==> src/rtl/spi_burst_ram.sv <==
`default_nettype none
// ============================================================================
// Module   : spi_burst_ram
// Brief    : Serial (SPI-style) command front end to a word RAM, with
//            optional auto-incrementing streaming read/write bursts.
// Revision : 1.0
// ============================================================================
module spi_burst_ram #(
    parameter int DATA_W   = 8,
    parameter int ADDR_W   = 8,
    parameter int AUTO_INC = 1
) (
    input  logic clk,
    input  logic rst,
    input  logic MOSI,
    input  logic SS_n,
    output logic MISO,
    output logic wr_done,
    output logic frame_err
);

    localparam int c_DEPTH = 1 << ADDR_W;
    localparam int c_FLD_W = (ADDR_W > DATA_W) ? ADDR_W : DATA_W;
    localparam int c_BIT_W = $clog2(c_FLD_W + 1);
    localparam int c_N_MAX = c_FLD_W + 2;
    localparam int c_N_W   = $clog2(c_N_MAX + 1);

    localparam logic [c_BIT_W-1:0] c_ADDR_LAST    = c_BIT_W'(ADDR_W - 1);
    localparam logic [c_BIT_W-1:0] c_DATA_LAST    = c_BIT_W'(DATA_W - 1);
    localparam logic [c_BIT_W-1:0] c_DATA_PRELAST = c_BIT_W'(DATA_W - 2);
    localparam logic [c_N_W-1:0]   c_N_SAT        = c_N_W'(c_N_MAX);
    localparam logic [c_N_W-1:0]   c_ADDR_END     = c_N_W'(ADDR_W + 2);
    localparam logic [c_N_W-1:0]   c_WR_END       = c_N_W'(DATA_W + 2);
    localparam logic [c_N_W-1:0]   c_RD_END       = c_N_W'(DATA_W + 1);

    typedef enum logic [2:0] {
        S_IDLE    = 3'd0,
        S_CMD     = 3'd1,
        S_WR_ADDR = 3'd2,
        S_WR_DATA = 3'd3,
        S_RD_ADDR = 3'd4,
        S_RD_DATA = 3'd5,
        S_DONE    = 3'd6
    } state_t;

    state_t              r_state;
    state_t              w_state_nxt;
    logic [DATA_W-1:0]   r_mem [c_DEPTH];
    logic [ADDR_W-1:0]   r_wr_ptr;
    logic [ADDR_W-1:0]   r_rd_ptr;
    logic [c_N_W-1:0]    r_n;
    logic [c_BIT_W-1:0]  r_bit;
    logic [c_FLD_W-2:0]  r_sh_in;
    logic [DATA_W-1:0]   r_sh_out;
    logic                r_cmd1;
    logic                r_armed;
    logic                r_miso;
    logic                r_wr_done;
    logic                r_frame_err;

    logic [c_FLD_W-1:0]  w_shift;
    logic [DATA_W-1:0]   w_rd_word;
    logic                w_wr_en;
    logic                w_wr_ptr_ld;
    logic                w_rd_ptr_ld;
    logic                w_rd_load;
    logic                w_rd_shift;
    logic                w_rd_inc;
    logic                w_bit_clr;
    logic                w_err;

    assign w_shift   = {r_sh_in, MOSI};
    assign w_rd_word = r_mem[r_rd_ptr];
    assign MISO      = r_miso;
    assign wr_done   = r_wr_done;
    assign frame_err = r_frame_err;

    always_ff @(posedge clk) begin
        if (rst) begin
            r_state <= S_IDLE;
        end else begin
            r_state <= w_state_nxt;
        end
    end

    always_comb begin
        w_state_nxt = r_state;
        w_wr_en     = 1'b0;
        w_wr_ptr_ld = 1'b0;
        w_rd_ptr_ld = 1'b0;
        w_rd_load   = 1'b0;
        w_rd_shift  = 1'b0;
        w_rd_inc    = 1'b0;
        w_bit_clr   = 1'b0;
        w_err       = 1'b0;
        if (SS_n) begin
            w_state_nxt = S_IDLE;
            // n still holds the low-edge count of the frame being closed
            case (r_state)
                S_CMD:                w_err = 1'b1;
                S_WR_ADDR, S_RD_ADDR: w_err = (r_n < c_ADDR_END);
                S_WR_DATA:            w_err = (r_n < c_WR_END);
                S_RD_DATA:            w_err = (r_n < c_RD_END);
                default:              w_err = 1'b0;
            endcase
        end else begin
            case (r_state)
                S_IDLE: begin
                    if (r_armed) w_state_nxt = S_CMD;
                end
                S_CMD: begin
                    w_bit_clr = 1'b1;
                    case ({r_cmd1, MOSI})
                        2'b00:   w_state_nxt = S_WR_ADDR;
                        2'b01:   w_state_nxt = S_WR_DATA;
                        2'b10:   w_state_nxt = S_RD_ADDR;
                        default: begin
                            w_state_nxt = S_RD_DATA;
                            w_rd_load   = 1'b1;
                            w_rd_inc    = (AUTO_INC != 0) && (DATA_W == 1);
                        end
                    endcase
                end
                S_WR_ADDR, S_RD_ADDR: begin
                    if (r_bit == c_ADDR_LAST) begin
                        w_state_nxt = S_DONE;
                        w_wr_ptr_ld = (r_state == S_WR_ADDR);
                        w_rd_ptr_ld = (r_state == S_RD_ADDR);
                    end
                end
                S_WR_DATA: begin
                    if (r_bit == c_DATA_LAST) begin
                        w_wr_en   = 1'b1;
                        w_bit_clr = 1'b1;
                        if (AUTO_INC == 0) w_state_nxt = S_DONE;
                    end
                end
                S_RD_DATA: begin
                    // LSB is already on MISO: either reload the next word or stop
                    if (r_bit == c_DATA_LAST) begin
                        if (AUTO_INC != 0) begin
                            w_rd_load = 1'b1;
                            w_rd_inc  = (DATA_W == 1);
                        end else begin
                            w_state_nxt = S_DONE;
                        end
                    end else begin
                        w_rd_shift = 1'b1;
                        w_rd_inc   = (AUTO_INC != 0) && (r_bit == c_DATA_PRELAST);
                    end
                end
                default: w_state_nxt = r_state;
            endcase
        end
    end

    always_ff @(posedge clk) begin
        if (rst) begin
            r_n         <= '0;
            r_bit       <= '0;
            r_sh_in     <= '0;
            r_sh_out    <= '0;
            r_cmd1      <= 1'b0;
            r_armed     <= 1'b0;
            r_wr_ptr    <= '0;
            r_rd_ptr    <= '0;
            r_miso      <= 1'b0;
            r_wr_done   <= 1'b0;
            r_frame_err <= 1'b0;
        end else begin
            r_wr_done   <= w_wr_en;
            r_frame_err <= w_err;
            r_sh_in     <= w_shift[c_FLD_W-2:0];
            r_bit       <= (w_bit_clr || w_rd_load) ? '0 : r_bit + 1'b1;
            // a frame is only recognised once SS_n has been seen high
            if (SS_n) r_armed <= 1'b1;
            if (r_state == S_IDLE) r_cmd1 <= MOSI;

            if (SS_n) begin
                r_n <= '0;
            end else if (r_state == S_IDLE) begin
                r_n <= {{(c_N_W-1){1'b0}}, r_armed};
            end else if (r_n != c_N_SAT) begin
                r_n <= r_n + 1'b1;
            end

            if (w_wr_ptr_ld) begin
                r_wr_ptr <= w_shift[ADDR_W-1:0];
            end else if (w_wr_en && (AUTO_INC != 0)) begin
                r_wr_ptr <= r_wr_ptr + 1'b1;
            end

            if (w_rd_ptr_ld) begin
                r_rd_ptr <= w_shift[ADDR_W-1:0];
            end else if (w_rd_inc) begin
                r_rd_ptr <= r_rd_ptr + 1'b1;
            end

            if (w_rd_load) begin
                r_miso   <= w_rd_word[DATA_W-1];
                r_sh_out <= w_rd_word << 1;
            end else if (w_rd_shift) begin
                r_miso   <= r_sh_out[DATA_W-1];
                r_sh_out <= r_sh_out << 1;
            end else if (w_state_nxt != S_RD_DATA) begin
                r_miso   <= 1'b0;
            end
        end
    end

    always_ff @(posedge clk) begin
        if (!rst && w_wr_en) begin
            r_mem[r_wr_ptr] <= w_shift[DATA_W-1:0];
        end
    end

endmodule
`default_nettype wire

==> config.mk <==
export PLATFORM = sky130hd
export DESIGN_NAME = spi_burst_ram
export DESIGN_NICKNAME = d
export VERILOG_FILES = /design/src/rtl/spi_burst_ram.sv
export SDC_FILE = /design/constraint.sdc
export NUM_CORES = 2
export LEC_CHECK = 0
export CAP_MARGIN = 20
export CORE_UTILIZATION = 25
export DETAILED_ROUTE_END_ITERATION = 6
export DONT_BUFFER_PORTS = 1
export PLACE_DENSITY_LB_ADDON = 0.2
export SYNTH_ARGS = -nofsm -noshare
export SYNTH_HDL_FRONTEND = slang
export SYNTH_SLANG_ARGS = --single-unit
==> constraint.sdc <==
create_clock -name clk -period 6.1 [get_ports clk]
set_input_delay 0.305 -clock clk [delete_from_list [all_inputs] [get_ports clk]]
set_output_delay 0.305 -clock clk [all_outputs]
set_load 0.02 [all_outputs]
### After elaboration in Yosys (flattened, before gate mapping)

Memories as Yosys holds them, arrays and structs flattened. A register that Yosys moved wholly into a read port is not among the register bits.
Cells that the tools add are included.

| word-level totals | value |
|---|---|
| logic and storage cells | 90 |
| input port bits | 4 |
| bits in registers | 46 |
| memories | 1 |
| output and inout port bits | 3 |
| memory bits (writable) | 2048 |

Memories:

| memory | depth | width | rd ports | clocked after Yosys merged registers in | write ports | RTL line | RTL |
|---|---|---|---|---|---|---|---|
| r_mem | 256 | 8 | 1 | 1 | 1 | 48 | `logic [DATA_W-1:0] r_mem [c_DEPTH];` |

| cells by class | value |
|---|---|
| bitwise gates (word level) | 1 |
| order comparisons | 2 |
| add/sub/neg operators | 4 |
| reductions and logical operators | 17 |
| multiplexer cells | 41 |
| equality and inequality tests | 11 |

Operators by type and width:

| cell | number |
|---|---|
| $mux W8 | 8 |
| $mux W1 | 25 |
| $pmux W3 S3 | 2 |
| $add A8 B1 Y8 const B | 2 |
| $mux W3 | 3 |
| $reduce_or A3 Y1 | 3 |
| $add A4 B1 Y4 const B | 2 |
| $eq A4 B3 Y1 const B | 2 |
| $lt A4 B4 Y1 const B | 2 |
| $reduce_bool A2 Y1 | 4 |
| $reduce_or A2 Y1 | 4 |
| $eq A3 B2 Y1 const B | 2 |
| $eq A3 B3 Y1 const B | 2 |
| $ne A4 B4 Y1 const B | 1 |
| $pmux W1 S2 | 2 |
| $eq A3 B1 Y1 const B | 1 |
| $logic_not A3 Y1 | 1 |
| $ne A3 B3 Y1 const B | 1 |
| $pmux W1 S3 | 1 |
| $reduce_bool A3 Y1 | 1 |
| $eq A2 B1 Y1 const B | 1 |
| $eq A2 B2 Y1 const B | 1 |
| $logic_not A2 Y1 | 1 |
| $logic_and A1 B1 Y1 | 1 |
| other kinds (3) | 3 |

### Depth between registers and ports, before layout

| logic depth | value |
|---|---|
| word-level depth | 8 |
| depth in mapped cells | 13 |
| gate-level depth less buffers | 8 |

### Worst setup path before layout

No wires, ideal clock.

| timing path | value |
|---|---|
| path kind | register to register |
| start point | register r_sh_in[1] |
| end point | memory r_mem[0][2] (data pin) |
| library setup time | 861 ps |
| data required time | 5239 ps |
| stages on the path, launching flop included | 1 |
| buffers on the path | 0 |
| clock period less this slack | 4286 ps |
| data arrival time | 3424 ps |
| setup slack | 1814 ps |
| path through | dfxtp_1 |

RTL lines:

| element | RTL line | RTL |
|---|---|---|
| start, declared | 53 | `logic [c_FLD_W-2:0] r_sh_in;` |
| start signal, assigned | 173 | `r_sh_in <= w_shift[c_FLD_W-2:0];` |
| end, declared | 48 |  |

Straight into the memory's write port.

### Final worst setup path

| timing path | value |
|---|---|
| start point | register r_bit[0] |
| end point | memory r_mem[154][2], enable pin |

| between the ends | value |
|---|---|
| longest elaborated chain between the ends | 7 |

RTL lines:

| element | RTL line | RTL |
|---|---|---|
| start, declared | 52 | `logic [c_BIT_W-1:0] r_bit;` |
| start signal, assigned | 174 | `r_bit <= (w_bit_clr \|\| w_rd_load) ? '0 : r_bit + 1'b1;` |
| $eq A4 B3 Y1 | 132 | `if (r_bit == c_DATA_LAST) begin` |
| $mux W1 | 132 |  |
| $mux W1 | 107 | `case (r_state)` |
| $mux W1 | 96 | `if (SS_n) begin` |
| $logic_and A1 B1 Y1 | 212 | `if (!rst && w_wr_en) begin` |
| $mux W1 | 212 |  |
| $mux W1 (implied by the code) | 213 | `r_mem[r_wr_ptr] <= w_shift[DATA_W-1:0];` |

Every way passes these cells.

==> flow_summary.ini <==
[sta]
slew_headroom_pct = 2.99
layout_min_cycle_time_ps = 4220
slew_violations = 0
timing.fmax_mhz = 237
tightest_slew_ps = 1460
hold_violations = 0
rsz0062_at_grt = no
totalNegativeSetupSlack_ps = 0
setup_violations = 0
finalClockSkew_ps = 67.4
period_share_pct = 69.2

[clocking]
post_cts_resized = 0
cts_tree = yes
insertion_delay_ps = 900
root_buffer = clkbuf_16
cts_sinks = 2102
cts_setup_buffers = 0
path_clk_slew_ps = 60
cts_max_level = 4
cts.path.max_buffers = 3
cts_buffers = 227

[power]
power_density_nw_per_um2 = 310
vdd.ir_drop.worst_uv = 315
power_frac_clock_pct = 45.9
p_leak_nw = 27.5
p_sw_share_pct = 20.5
intPower_mw = 23.3
pwr-share-comb_pct = 0.5
switchingPower_mw = 6.03
p_seq_share_pct = 53.6

[synthesis]
yosysMostFrequentCell = edfxtp_1
seq_area_frac_synth_pct = 76.1
ys.warnings.count = 0
synth-main-ff-cell = edfxtp_1
ys_ff_latch = 2102
syn_inst = 4120
avgSynthCellArea_um2 = 19.9
netlist_area_um2 = 82200
syn_nets = 4134
synthArstFlopShare_pct = 0
yosys.area.top_type = edfxtp_1
synthTopCellsByCount = edfxtp_1 (2048), mux4_2 (463), nor2_1 (356), nand2_1 (163), mux2i_1 (142)
synth.distinct_cells = 72
synth-edff-count = 2048
ys_top_cells_by_area = edfxtp_1 (75%), mux4_2 (13%), mux2i_1 (1.7%), nor2_1 (1.6%), dfxtp_1 (1.3%)
netlist.area_leader.share_pct = 74.8

[layout]
multi_input_area_um2 = 18100
post-route-util_pct = 29.0
drive_gt1_share_pct = 21.4
register_area_um2 = 62600
finalNetCount = 4260
fillers = 32042
area.growth.synth_to_final_pct = 15.4

[drt]
finalWirelength_um = 281000
drtPass1Iterations = 7
drt-initial-drc-count = 5086
wl_per_cell_um = 32.0
vias_per_cell = 4.89
vias = 43010
remaining_drc_errors = 0
drtAntennaViolNets = 0

[floorplanning]
initial_core_util_pct = 25.1
rows = 210
dieHeight_um = 575
core_um2 = 327000
die-area_um2 = 331000
io_pins = 7
fp.dieW_um = 575

[worst_setup_path]
critical_path.slowest_cell = nor2_1
max_stage_delay_ps = 980
crit_required_ps = 6590
arrival_ps = 4720
cp_max_fo = 19
cp_cell_sequence = ha_1, nand3b_1, or3_1, nor3_4, nand4_1, nor2_1
criticalPathCategory = reg -> reg
worstSetupEndpointType = flip-flop
worstSetupStartpointType = flip-flop

[global_route]
grt_pass1_wl_um = 382000
antenna_found_initial = 7
gr-total-overflow = 0
track_usage_pct = 16.7
grt_pass1_vias = 42881
grt_max_degree = 262

[place]
globalplace.congestion = 0.878
dpl.hpwl_um = 180000
io_buffers = 0

[min_path]
hold_path.class = in -> reg

[job]
maxCapViolations = 0

[outcome]
status = complete, no violations
[critical path, delay by kind of cell (launching register included)]
| kind | cells | cell delay, ps |
|---|---|---|
| fa+ha+maj | 1 | 230 |
| flops | 1 | 370 |
| simple gates | 5 | 3200 |
[final timing paths]
kind | start | end | slack, ps | cells after the start
worst max-delay path | r_bit[0]$_SDFF_PP0_ | r_mem[154][2]$_DFFE_PP_ | 1880 | 6
worst min-delay path | MOSI | r_sh_out[2]$_SDFFE_PP0P_ | 150 | 5
worst max register to register | r_bit[0]$_SDFF_PP0_ | r_mem[154][2]$_DFFE_PP_ | 1880 | 6
worst min register to register | r_bit[0]$_SDFF_PP0_ | r_bit[0]$_SDFF_PP0_ | 480 | 1
[area by class of cell]
class	instances	share of cell area, %
Antenna cell	5	0.0132
Timing Repair Buffer	144	1.41
Clock inverter	133	1.37
Tap cell	4346	5.73
Multi-Input combinational cell	1756	19.1
Inverter	15	0.0620
Sequential cell	2102	66.0
Clock buffer	286	6.25
[power by group through the flow]
stage          clock network [mW]  logic (mW)  registers, mW
6_report                     13.5       0.145           15.7
5_1_grt                      14.2       0.157           15.7
4_1_cts                      13.7       0.148           15.7
3_5_place_dp                    0       0.103           16.0
3_3_place_gp                    0      0.0988           16.0
2_1_floorplan                   0      0.0208           16.1
[sequential cells by signal (all words and copies together), names as in the netlist, named ones only]
signal	count
r_mem	2048
r_rd_ptr	8
r_wr_ptr	8
r_sh_in	7
r_sh_out	7
r_bit	4
r_n	4
r_state	3
MISO	1
frame_err	1
r_armed	1
r_cmd1	1
wr_done	1
[placed cells by master, fill, tap and decap left out, drive strengths merged, types with 6 or more instances in the layout]
cell type	n
nor2b	26
or2	6
mux2	10
a211oi	18
nand2b	9
o22ai	54
o311ai	6
nor4	11
a21oi	64
o221ai	18
clkbuf	286
a211o	7
edfxtp	2048
and2	13
nor3	32
ha	10
buf	139
a31oi	16
bufinv	17
nand3	60
clkinv	109
and3	13
nand4	18
a311oi	6
nor2	356
a22o	10
a22oi	73
a2111oi	19
nand2	163
o211ai	15
a221oi	14
dfxtp	54
mux4	463
or3	10
mux2i	142
o21ai	43
inv	18
[what timing repair did]
item                                    CTS  global route
hold buffers                              6             0
endpoints found under the setup margin    0             0
hold endpoints to repair                309             0
[kinds of logic (layout without fill, tap and decap cells)]
| group | Yosys count | in the layout | share of synthesized area, % |
|---|---|---|---|
| AO/OA/AOI/OAI | 390 | 390 | 3.32 |
| XOR/XNOR | 6 | 6 | 0.0639 |
| adder cells (fa/ha/maj) | 10 | 10 | 0.152 |
| buffers and inverters | 262 | 578 | 1.84 |
| flip-flops | 2102 | 2102 | 76.1 |
| multiplexers | 615 | 615 | 14.6 |
| other | 0 | 5 | 0 |
| AND/OR/NAND/NOR | 735 | 735 | 3.92 |
[per-layer routing]
| metal | part of all wire (%) | track usage, % |
|---|---|---|
| met5 | 0.015 | 0 |
| met4 | 3.3 | 5.50 |
| met3 | 6.5 | 3.04 |
| met2 | 46 | 26.1 |
| met1 | 44 | 23.5 |
[through the flow]
step | instances | setup slack (ps) | hold slack (ps) | power, mW | cell area, µm²
detailed placement | 8355 | 1910 | 432 | 16.1 | 87500
global route | 8782 | 1690 | 181 | 30.1 | 94800
floorplan | 4120 | 1810 | 404 | 16.1 | 82200
finish | 8787 | 1880 | 148 | 29.4 | 94800
CTS | 8780 | 1860 | 71.5 | 29.6 | 94800
global placement | 8347 | 1560 | 430 | 16.1 | 87400
Note: power is estimated with default switching activity, not from simulation.
